===== src/rtl/blit_pkg.sv =====
// Shared types, widths and helpers for the blitter memory arbiter.
package blit_pkg;

  typedef enum logic [1:0] {ARB_IDLE, ARB_RD_REQ, ARB_RD_DATA, ARB_WR_REQ} blit_arb_state_t;

  localparam int BLIT_ADDR_W = 26;
  localparam int BLIT_DATA_W = 32;
  localparam int BLIT_BE_W   = 4;
  localparam logic [3:0] BLIT_STREAK_SAT = 4'd15;

  function automatic logic [3:0] streak_inc(input logic [3:0] v);
    return (v == BLIT_STREAK_SAT) ? v : v + 4'd1;
  endfunction

endpackage


===== src/rtl/blit_mem_arbiter.sv =====
// Arbitrates the blitter read and write stages onto one SDRAM master port.
// Optional performance counters are enabled by defining BLIT_ARB_PERF_EN.
module blit_mem_arbiter
  import blit_pkg::*;
#(
  parameter int MAX_READ_STREAK = 4
) (
  input  logic                   clock,
  input  logic                   reset,
  input  logic                   blitr_req,
  input  logic [BLIT_ADDR_W-1:0] blitr_addr,
  output logic                   blitr_ack,
  output logic [BLIT_DATA_W-1:0] blitr_rdata,
  output logic                   blitr_rdvalid,
  output logic                   blitr_complete,
  input  logic                   blitw_req,
  input  logic [BLIT_ADDR_W-1:0] blitw_addr,
  input  logic [BLIT_DATA_W-1:0] blitw_wdata,
  input  logic [BLIT_BE_W-1:0]   blitw_byte_enable,
  input  logic                   blitw_urgent,
  output logic                   blitw_ack,
  output logic                   sdram_req,
  output logic                   sdram_write,
  output logic [BLIT_ADDR_W-1:0] sdram_addr,
  output logic [BLIT_DATA_W-1:0] sdram_wdata,
  output logic [BLIT_BE_W-1:0]   sdram_byte_enable,
  input  logic                   sdram_ack,
  input  logic [BLIT_DATA_W-1:0] sdram_rdata,
  input  logic                   sdram_rdvalid,
  input  logic                   sdram_complete,
`ifdef BLIT_ARB_PERF_EN
  output logic [31:0]            perf_rd_grants,
  output logic [31:0]            perf_wr_grants,
  output logic [31:0]            perf_wait_cycles,
`endif
  output logic                   arb_busy
);

  localparam logic [3:0] MAX_STREAK_C = 4'(MAX_READ_STREAK);

  blit_arb_state_t        state_q, state_d;
  logic [3:0]             streak_q, streak_d;
  logic [BLIT_ADDR_W-1:0] addr_q, addr_d;
  logic [BLIT_DATA_W-1:0] wdata_q, wdata_d;
  logic [BLIT_BE_W-1:0]   be_q, be_d;
  logic                   write_wins;

  assign write_wins = blitw_req && (blitw_urgent || !blitr_req || (streak_q >= MAX_STREAK_C));

  // Next-state, grant latching and handshake outputs; acks are suppressed while reset is held.
  always_comb begin
    state_d        = state_q;
    streak_d       = streak_q;
    addr_d         = addr_q;
    wdata_d        = wdata_q;
    be_d           = be_q;
    blitr_ack      = 1'b0;
    blitw_ack      = 1'b0;
    blitr_rdvalid  = 1'b0;
    blitr_complete = 1'b0;
    sdram_req      = 1'b0;
    sdram_write    = 1'b0;
    case (state_q)
      ARB_IDLE: begin
        if (write_wins) begin
          state_d  = ARB_WR_REQ;
          addr_d   = blitw_addr;
          wdata_d  = blitw_wdata;
          be_d     = blitw_byte_enable;
          streak_d = 4'd0;
        end else if (blitr_req) begin
          state_d  = ARB_RD_REQ;
          addr_d   = blitr_addr;
          wdata_d  = {BLIT_DATA_W{1'b0}};
          be_d     = 4'hF;
          streak_d = blitw_req ? streak_inc(streak_q) : 4'd0;
        end else begin
          state_d = ARB_IDLE;
        end
      end
      ARB_RD_REQ: begin
        sdram_req = 1'b1;
        if (sdram_ack) begin
          blitr_ack = blitr_req && !reset;
          state_d   = ARB_RD_DATA;
        end else begin
          state_d = ARB_RD_REQ;
        end
      end
      ARB_RD_DATA: begin
        blitr_rdvalid  = sdram_rdvalid && !reset;
        blitr_complete = sdram_complete && !reset;
        if (sdram_complete) begin
          state_d = ARB_IDLE;
        end else begin
          state_d = ARB_RD_DATA;
        end
      end
      ARB_WR_REQ: begin
        sdram_req   = 1'b1;
        sdram_write = 1'b1;
        if (sdram_ack) begin
          blitw_ack = blitw_req && !reset;
          state_d   = ARB_IDLE;
        end else begin
          state_d = ARB_WR_REQ;
        end
      end
      default: state_d = ARB_IDLE;
    endcase
  end

  // State, streak and latched transaction registers.
  always_ff @(posedge clock) begin
    if (reset) begin
      state_q  <= ARB_IDLE;
      streak_q <= 4'd0;
      addr_q   <= {BLIT_ADDR_W{1'b0}};
      wdata_q  <= {BLIT_DATA_W{1'b0}};
      be_q     <= {BLIT_BE_W{1'b0}};
    end else begin
      state_q  <= state_d;
      streak_q <= streak_d;
      addr_q   <= addr_d;
      wdata_q  <= wdata_d;
      be_q     <= be_d;
    end
  end

  assign sdram_addr        = addr_q;
  assign sdram_wdata       = wdata_q;
  assign sdram_byte_enable = be_q;
  assign blitr_rdata       = sdram_rdata;
  assign arb_busy          = (state_q != ARB_IDLE);

`ifdef BLIT_ARB_PERF_EN
  logic [31:0] perf_rd_q, perf_rd_d, perf_wr_q, perf_wr_d, perf_wait_q, perf_wait_d;

  // Wait cycles: something is requesting but nothing is accepted (idle, or downstream not acking).
  always_comb begin
    perf_rd_d   = perf_rd_q;
    perf_wr_d   = perf_wr_q;
    perf_wait_d = perf_wait_q;
    if ((state_q == ARB_IDLE) && (state_d == ARB_RD_REQ)) begin
      perf_rd_d = perf_rd_q + 32'd1;
    end else if ((state_q == ARB_IDLE) && (state_d == ARB_WR_REQ)) begin
      perf_wr_d = perf_wr_q + 32'd1;
    end else begin
      perf_rd_d = perf_rd_q;
    end
    if ((blitr_req || blitw_req) && ((state_q == ARB_IDLE) || (sdram_req && !sdram_ack))) begin
      perf_wait_d = perf_wait_q + 32'd1;
    end else begin
      perf_wait_d = perf_wait_q;
    end
  end

  // Performance counter registers.
  always_ff @(posedge clock) begin
    if (reset) begin
      perf_rd_q   <= 32'd0;
      perf_wr_q   <= 32'd0;
      perf_wait_q <= 32'd0;
    end else begin
      perf_rd_q   <= perf_rd_d;
      perf_wr_q   <= perf_wr_d;
      perf_wait_q <= perf_wait_d;
    end
  end

  assign perf_rd_grants   = perf_rd_q;
  assign perf_wr_grants   = perf_wr_q;
  assign perf_wait_cycles = perf_wait_q;
`endif

endmodule


===== config.mk =====
export PLATFORM = sky130hd
export DESIGN_NAME = blit_mem_arbiter
export DESIGN_NICKNAME = d
export VERILOG_FILES = /design/src/rtl/blit_pkg.sv /design/src/rtl/blit_mem_arbiter.sv
export SDC_FILE = /design/constraint.sdc
export NUM_CORES = 1
export LEC_CHECK = 0
export BUFFER_PORTS_ARGS = -buffer_cell sky130_fd_sc_hd__buf_2
export CAP_MARGIN = 25
export CORE_AREA = 2 2 95 88
export CTS_CLUSTER_SIZE = 20
export DETAILED_ROUTE_END_ITERATION = 8
export DIE_AREA = 0 0 97 90
export PLACE_DENSITY = 0.83
export RECOVER_POWER = 25
export SKIP_LAST_GASP = 1
export SYNTH_ARGS = -nofsm -noshare
export SYNTH_HDL_FRONTEND = slang
export SYNTH_SLANG_ARGS = --single-unit

===== constraint.sdc =====
create_clock -name clock -period 2.1 [get_ports clock]
set_input_delay 0.105 -clock clock [delete_from_list [all_inputs] [get_ports clock]]
set_output_delay 0.105 -clock clock [all_outputs]
set_load 0.005 [all_outputs]

# [Word level (Yosys, flattened, before mapping)]
# Cells that the tools add are included.
[totals] register_bits=68 input_bits=128 output_inout_bits=101
[classes] n_addsub=1 n_lt_le_gt_ge=1 n_eq_ne=5 mux=24 reduce_logical=15
[op_table] op="$mux W32" count=2
[op_table] op="$mux W26" count=2
[op_table] op="$mux W4" count=6
[op_table] op="$mux W1" count=9
[op_table] op="$mux W2" count=4
[op_table] op="$pmux W2 S4" count=1
[op_table] op="$logic_and A1 B1 Y1" count=5
[op_table] op="$add A4 B1 Y4 const B" count=1
[op_table] op="$eq A2 B2 Y1 const B" count=2
[op_table] op="$eq A4 B4 Y1 const B" count=1
[op_table] op="$ge A4 B3 Y1 const B" count=1
[op_table] op="$reduce_bool A2 Y1" count=2
[op_table] op="$ne A3 B3 Y1 const B" count=1
[op_table] op="$reduce_and A3 Y1" count=1
[op_table] op="$eq A2 B1 Y1 const B" count=1
[op_table] op="$logic_not A1 Y1" count=2
[op_table] op="$logic_not A2 Y1" count=1
[op_table] op="$logic_or A1 B1 Y1" count=2
[op_table] op="$reduce_and A2 Y1" count=1
[op_table] op="$reduce_or A2 Y1" count=1

# [Depth between registers and ports, before layout]
# Gate-level depths: netlist of run 1.
[depth] depth_word=6 ltp_mapped=6

# [Worst setup path before layout of run 1]
# OpenSTA, ideal clock, no wires.
[synth_timing] path_type="reg-to-reg" startpoint="register streak_q[3]" endpoint="register wdata_q[0], in the netlist sdram_wdata[0]" setup_ns=0.117 arrival_ns=1.456 required_time_ns=1.983 slack_ns=0.527 path_stages_with_launch=6 n_path_buf=2 period_less_slack_ns=1.573 path_cell_list="dfxtp_1 > or4b_4 > and3_1 > buf_6 > buf_6 > a22o_1"
[synth_via] elab_chain_len=5 word_cells_on_any_way=6 classes_between="1 x order compare; 1 x mux; 4 x reduce/logical"
[synth_rtl] element="start: declaration" line_no="blit_mem_arbiter.sv:42" source="logic [3:0] streak_q, streak_d;"
[synth_rtl] element="start signal: assignment" line_no="blit_mem_arbiter.sv:123" source="streak_q <= streak_d;"
[synth_rtl] element="$ge A4 B3 Y1 (*)" line_no="blit_mem_arbiter.sv:48" source="assign write_wins = blitw_req && (blitw_urgent || !blitr_req || (streak_q >= MAX_STREAK_C));"
[synth_rtl] element="$logic_or A1 B1 Y1 (*)" line_no="blit_mem_arbiter.sv:48"
[synth_rtl] element="$logic_and A1 B1 Y1 (*)" line_no="blit_mem_arbiter.sv:48"
[synth_rtl] element="$reduce_bool A2 Y1 (no line)"
[synth_rtl] element="$reduce_and A2 Y1 (no line)"
[synth_rtl] element="end signal: assignment" line_no="blit_mem_arbiter.sv:119" source="wdata_q <= {BLIT_DATA_W{1'b0}};"
[synth_rtl] element="end signal: assignment" line_no="blit_mem_arbiter.sv:125" source="wdata_q <= wdata_d;"
[synth_rtl] element="end: declaration" line_no="blit_mem_arbiter.sv:44" source="logic [BLIT_DATA_W-1:0] wdata_q, wdata_d;"
# Every way passes the cells marked *; elsewhere a longest branch is shown, timed or not.
# A chain may end at the register's enable or synchronous reset.

# [Worst setup path after layout of run 1]
[layout_timing] startpoint="register streak_q[3]" endpoint="register addr_q[16], in the netlist sdram_addr[16]"
[layout_via] elab_chain_len=5 word_cells_on_any_way=6 classes_between="1 x order compare; 1 x mux; 4 x reduce/logical"
[layout_rtl] element="$ge A4 B3 Y1 (*)" line_no="blit_mem_arbiter.sv:48"
[layout_rtl] element="$logic_or A1 B1 Y1 (*)" line_no="blit_mem_arbiter.sv:48"
[layout_rtl] element="$logic_and A1 B1 Y1 (*)" line_no="blit_mem_arbiter.sv:48"
[layout_rtl] element="$reduce_bool A2 Y1 (no line)"
[layout_rtl] element="$reduce_and A2 Y1 (no line)"
[layout_rtl] element="end signal: assignment" line_no="blit_mem_arbiter.sv:118" source="addr_q <= {BLIT_ADDR_W{1'b0}};"
[layout_rtl] element="end signal: assignment" line_no="blit_mem_arbiter.sv:124" source="addr_q <= addr_d;"
[layout_rtl] element="end: declaration" line_no="blit_mem_arbiter.sv:43" source="logic [BLIT_ADDR_W-1:0] addr_q, addr_d;"
# Marked as above.

==> flow_summary.json, run 1 <==
{
  "arrival_ns": 2.03,
  "fill_cells": 692,
  "fin_area_um2": 4230,
  "cts.sinks": 68,
  "ir_worst_vdd_mv": 0.313,
  "postRouteAntennaNets": 0,
  "setup_tns_ns": 0,
  "dieArea_um2": 8730,
  "yosys.area.top_type": "dfxtp_1",
  "antenna_cells": 0,
  "grt_max_degree": 41,
  "syn_area_um2": 3000,
  "min_period_ns": 1.79,
  "io_pins": 229,
  "relSlewSlack_pct": 66.8,
  "route.detailed.drc": 0,
  "outcome": "finished clean",
  "root_buffer": "clkbuf_8",
  "finalHoldViolations": 0,
  "first_pass_iters": 4,
  "ys_warn_count": 0,
  "whs_ns": 0.0137,
  "vias": 3068,
  "path_max_fanout": 19,
  "fp.coreArea_um2": 7800,
  "fin_crit_sh_pct": 85.2,
  "max_freq_ghz": 0.559,
  "grt_pass1_wl_mm": 14.2,
  "p_per_area_nw_per_um2": 804,
  "grt_setup_unrepaired": "false",
  "cts_resized": 0,
  "most-common-layout-cells": "158 x buf_2, 68 x dfxtp_1, 38 x dlygate4sd3_1, 32 x a22o_1, 30 x inv_1",
  "dpl_cell_area_um2": 3620,
  "final_common_cell": "buf_2",
  "drt-total-wl_mm": 9.01,
  "required_ns": 2.35,
  "via_per_inst": 5.30,
  "first_iter_violations": 107,
  "slew_violations": 0,
  "synth_cell_types": 32,
  "syn_area_per_cell_um2": 9.43,
  "leakagePower_nw": 1.94,
  "worstMarginPinSlew_ns": 0.497,
  "finalClockSkew_ns": 0.00731,
  "synth_seq_cells": 68,
  "start_kind": "flop",
  "cap_violations": 0,
  "synthToLayoutAreaGrowth_pct": 40.9,
  "critPathKind": "reg2reg",
  "finalSetupViolCount": 0,
  "die_height_um": 90,
  "register_area_um2": 1360,
  "routabilityCongestion": 0.803,
  "synth_area_leaders": "dfxtp_1 45%, a22o_1 9.3%, buf_4 8.0%",
  "synthCells": 318,
  "fin_ws_ns": 0.312,
  "gr-total-overflow": 0,
  "fin_nets": 604,
  "clk_latency_ns": 0.34,
  "clkTransAtPathRegs_ns": 0.07,
  "hp-class": "in2reg",
  "cts_buffers": 9,
  "htreeDepth": 3,
  "die_w_um": 97,
  "initial_core_util_pct": 38.5,
  "ys_seq_area_share_pct": 45.4,
  "avgRoutedWirePerCell_um": 15.6,
  "antenna_found_initial": 0,
  "cts_tree": "built",
  "place_hpwl_mm": 5.94,
  "cts_buffer_depth": 2,
  "drive_above_1_share_pct": 39.4,
  "dpl_worst_slack_ns": 0.335,
  "port-buffer-count": 164,
  "synth_top_area_share_pct": 45.4,
  "gr-usage-all-layers_pct": 19.7,
  "multi_input_area_um2": 1120,
  "syn-num-nets": 447,
  "worst_setup_path_end_kind": "flop",
  "grt_pass1_vias": 2870,
  "row_count": 31
}
==> synthesized netlist by cell type, drive strengths merged <==
| cell type | number |
|---|---|
| o221ai | 26 |
| a21oi | 6 |
| and2 | 3 |
| a211oi | 5 |
| or3 | 1 |
| nand3 | 29 |
| or2 | 1 |
| dfxtp | 68 |
| o2bb2ai | 1 |
| inv | 30 |
| a311oi | 1 |
| a22o | 32 |
| a21o | 1 |
| and3 | 1 |
| or3b | 1 |
| or4b | 1 |
| o32ai | 2 |
| buf | 44 |
| nor2 | 5 |
| nor3 | 6 |
| nand4 | 27 |
| nor2b | 2 |
| xnor2 | 1 |
| ha | 1 |
| clkbuf | 21 |
| nor4b | 2 |
==> what timing repair did <==
item / 4_1_cts / 5_1_grt
setup buffers: 0 / 0
hold endpoints to repair: 38 / 0
hold buffers: 38 / 0
==> worst paths after layout <==
| path | startpoint | to | slack, ns | cells after the start |
|---|---|---|---|---|
| setup / recovery | streak_q[3] | sdram_addr[16] | 0.31 | 4 |
| hold / removal | blitw_wdata[10] | sdram_wdata[10] | 0.01 | 2 |
| setup reg to reg | streak_q[3] | sdram_addr[16] | 0.31 | 4 |
| hold reg to reg | streak_q[3] | streak_q[3] | 0.47 | 1 |
==> power breakdown <==
| part | internal (mW) | switching [mW] |
|---|---|---|
| Combinational | 0.331 | 0.335 |
| Clock | 0.714 | 0.533 |
| Sequential | 1.41 | 0.0730 |
==> logic make-up (layout without fill, tap and decap cells) <==
family	Yosys count	in the layout	share of synthesized area, %
AOI/OAI and AO/OA	74	74	20.9
xor gates and xnor gates	1	1	0.292
adders and majority gates	1	1	0.417
buffers and inverters	95	257	17.4
DFF	68	68	45.4
and+or+nand+nor	79	79	15.6
==> metrics by stage <==
step	total power, mW	util, %	std cells
4_1_cts	3.43	54.3	579
5_1_grt	3.57	54.2	579
3_3_place_gp	2.10	46.5	525
2_1_floorplan	1.88	-	318
3_5_place_dp	2.12	46.5	525
6_report	3.40	54.2	579
==> per-layer routing <==
metal | track usage (%) | wire length, um | vias to the layer above
met5 | 0 | 0 | -
met4 | 11.6 | 333 | 0
met3 | 4.35 | 629 | 39
met2 | 31.5 | 4320 | 143
met1 | 24.4 | 3730 | 1428
li1 | - | - | 1458
==> state kept, by name, summed over array words and instances, names as in the netlist <==
| signal | flops |
|---|---|
| sdram_addr | 26 |
| sdram_byte_enable | 4 |
| sdram_wdata | 32 |
| state_q | 2 |
| streak_q | 4 |
==> cell type report <==
class | instances | share of cell area [%]
clock buffer | 10 | 3.26
tap | 99 | 2.93
multi-input combinational | 155 | 26.6
sequential | 68 | 32.2
timing repair buffer | 211 | 30.1
inverter | 30 | 2.66
clock inverter | 6 | 2.22
==> worst max-delay path, cell delays in order, from the launching register on <==
cell and delay, ns:
dfxtp_1 0.31, or4b_4 0.59, and2_1 0.33, buf_4 0.27, o221ai_1 0.19
(Power assumes the default switching activity.)
==> run 2: changes to the inputs <==
Settings changed: CELL_PAD_IN_SITES_DETAIL_PLACEMENT set to 0, CELL_PAD_IN_SITES_GLOBAL_PLACEMENT set to 1, CORE_AREA 2 2 95 88 to 2 2 115 105, DIE_AREA 0 0 97 90 to 0 0 117 107, MAX_ROUTING_LAYER set to met4.
==> run 2 against run 1 <==
Against the previous run:
- sequential power barely moved
- critical path type unchanged
- clock skew fell by 0.0032 ns
- via count fell by 3.1%
- global-route usage fell by 5.4 points
- first-iteration DRC count rose by 110%
==> flow_summary.json, run 2 (synthesized netlist as in run 1, its figures left out) <==
{
  "relSlewSlack_pct": 65.7,
  "worst_setup_path_end_kind": "flop",
  "use_met1_pct": 17.0,
  "port-buffer-count": 164,
  "cts_buffers": 9,
  "final_common_cell": "buf_2",
  "drive_above_1_share_pct": 40.6,
  "leakagePower_nw": 1.91,
  "cts_tree": "built",
  "cts.sinks": 68,
  "via_per_inst": 4.80,
  "p_per_area_nw_per_um2": 882,
  "root_buffer": "clkbuf_16",
  "die_height_um": 107,
  "setup_tns_ns": 0,
  "worstSetupStartpoint": "streak_q[3]",
  "gr-usage-all-layers_pct": 14.3,
  "routabilityCongestion": 0.840,
  "grt_pass1_wl_mm": 13.8,
  "max_freq_ghz": 0.594,
  "first_pass_iters": 7,
  "fin_area_um2": 4210,
  "min_period_ns": 1.68,
  "avgRoutedWirePerCell_um": 15.0,
  "cp_num_buf_inv": 1,
  "clkTransAtPathRegs_ns": 0.06,
  "drt-total-wl_mm": 9.27,
  "clk_latency_ns": 0.32,
  "cpMaxStageDelayCell": "or4b_4",
  "die_w_um": 117,
  "dieArea_um2": 12500,
  "fin_crit_sh_pct": 80.1,
  "crit_family": "simple AND/OR/NAND/NOR gates",
  "finalSetupViolCount": 0,
  "first_iter_violations": 226,
  "route.detailed.drc": 0,
  "grt_setup_unrepaired": "false",
  "antenna_cells": 0,
  "largest_reg_flops": 32,
  "vias": 2974,
  "hold_start": "blitw_wdata[19]",
  "finalClockSkew_ns": 0.00408,
  "io_pins": 229,
  "path_max_fanout": 32,
  "htreeDepth": 3,
  "row_count": 37,
  "ir_worst_vdd_mv": 0.356,
  "finalHoldViolations": 0,
  "cts_resized": 0,
  "antenna_found_initial": 0,
  "worstMarginPinSlew_ns": 0.515,
  "cts_setup_buffers": 0,
  "slew_violations": 0,
  "initial_core_util_pct": 26.4,
  "postRouteAntennaNets": 0,
  "fin_nets": 588,
  "place_hpwl_mm": 6.06,
  "grt_pass1_vias": 2840,
  "synthToLayoutAreaGrowth_pct": 40.5,
  "gr-total-overflow": 0,
  "critPathKind": "reg2reg",
  "grt_use_met3_pct": 2.04,
  "outcome": "finished clean",
  "path_cells": "or4b_4, and3_1, buf_4, a22o_1",
  "arrival_ns": 1.89,
  "hp-class": "in2reg",
  "power_mw": 3.72,
  "dpl_cell_area_um2": 3670,
  "required_ns": 2.31,
  "r2r-start": "streak_q[3]",
  "grt_max_degree": 53,
  "grt.busiest_layer": "met2",
  "fp.coreArea_um2": 11300,
  "start_kind": "flop",
  "most-common-layout-cells": "159 x buf_2, 68 x dfxtp_1, 32 x a22o_1, 30 x inv_1, 29 x nand3_1",
  "grt_util_met2_pct": 22.8,
  "max_stage_delay_ns": 0.55,
  "cts_buffer_depth": 2,
  "cap_violations": 0
}
-- run 2: changes by cell type in the layout (fill, tap and decap cells not counted), sizes merged --
| cell | delta |
|---|---|
| clkinv | +3 |
| dlygate4sd3 | -15 |
| clkbuf | -2 |
| inv | -3 |
-- run 2: what timing repair did --
action | CTS | global route
endpoints found under the hold margin | 23 | 0
endpoints found under the setup margin | 0 | 0
hold buffers | 23 | 0
-- run 2: final cells by class --
class                      instances  area [um^2]
sequential                        68         1360
inverter                          30          113
tap                              156          195
fill                            1167         7130
multi-input combinational        155         1120
timing repair buffer             195         1100
clock buffer                       9          225
clock inverter                     6         90.1
-- run 2: report_power, final --
group	switching (mW)	internal (mW)
Clock	0.558	1.03
Combinational	0.334	0.304
Sequential	0.0743	1.41
Total	0.966	2.75
-- run 2: final timing paths --
path / to / slack (ns) / cells past startpoint
worst max-delay path: sdram_wdata[7] / 0.42 / 4
worst min-delay path: sdram_wdata[19] / 0.01 / 2
worst max register to register: sdram_wdata[7] / 0.42 / 4
worst min register to register: sdram_wdata[10] / 0.47 / 1
-- run 2: per-stage QoR --
stage	std cells	util (%)	worst slack (ns)	hold slack, ns
after floorplan	318	-	0.527	0.238
after global placement	581	32.4	0.484	0.210
after detailed placement	581	32.4	0.442	0.210
after CTS	619	37.2	0.422	0.000458
after global routing	619	37.1	0.303	0.00388
final	619	37.1	0.417	0.0102
-- run 2: worst reg2reg max path, delay by kind of cell (launching register included) --
family | cells | cell delay, ns
AO/OA/AOI/OAI | 1 | 0.29
AND/OR/NAND/NOR | 2 | 0.73
buffers and inverters | 1 | 0.23
flip-flops | 1 | 0.31
-- run 2: layer usage --
metal	vias to the layer above	wire (um)	share of wire [%]
met5	-	0	0
met3	35	474	5.1
met1	1388	4110	44
met2	129	4390	47
met4	0	292	3.2
li1	1422	-	-
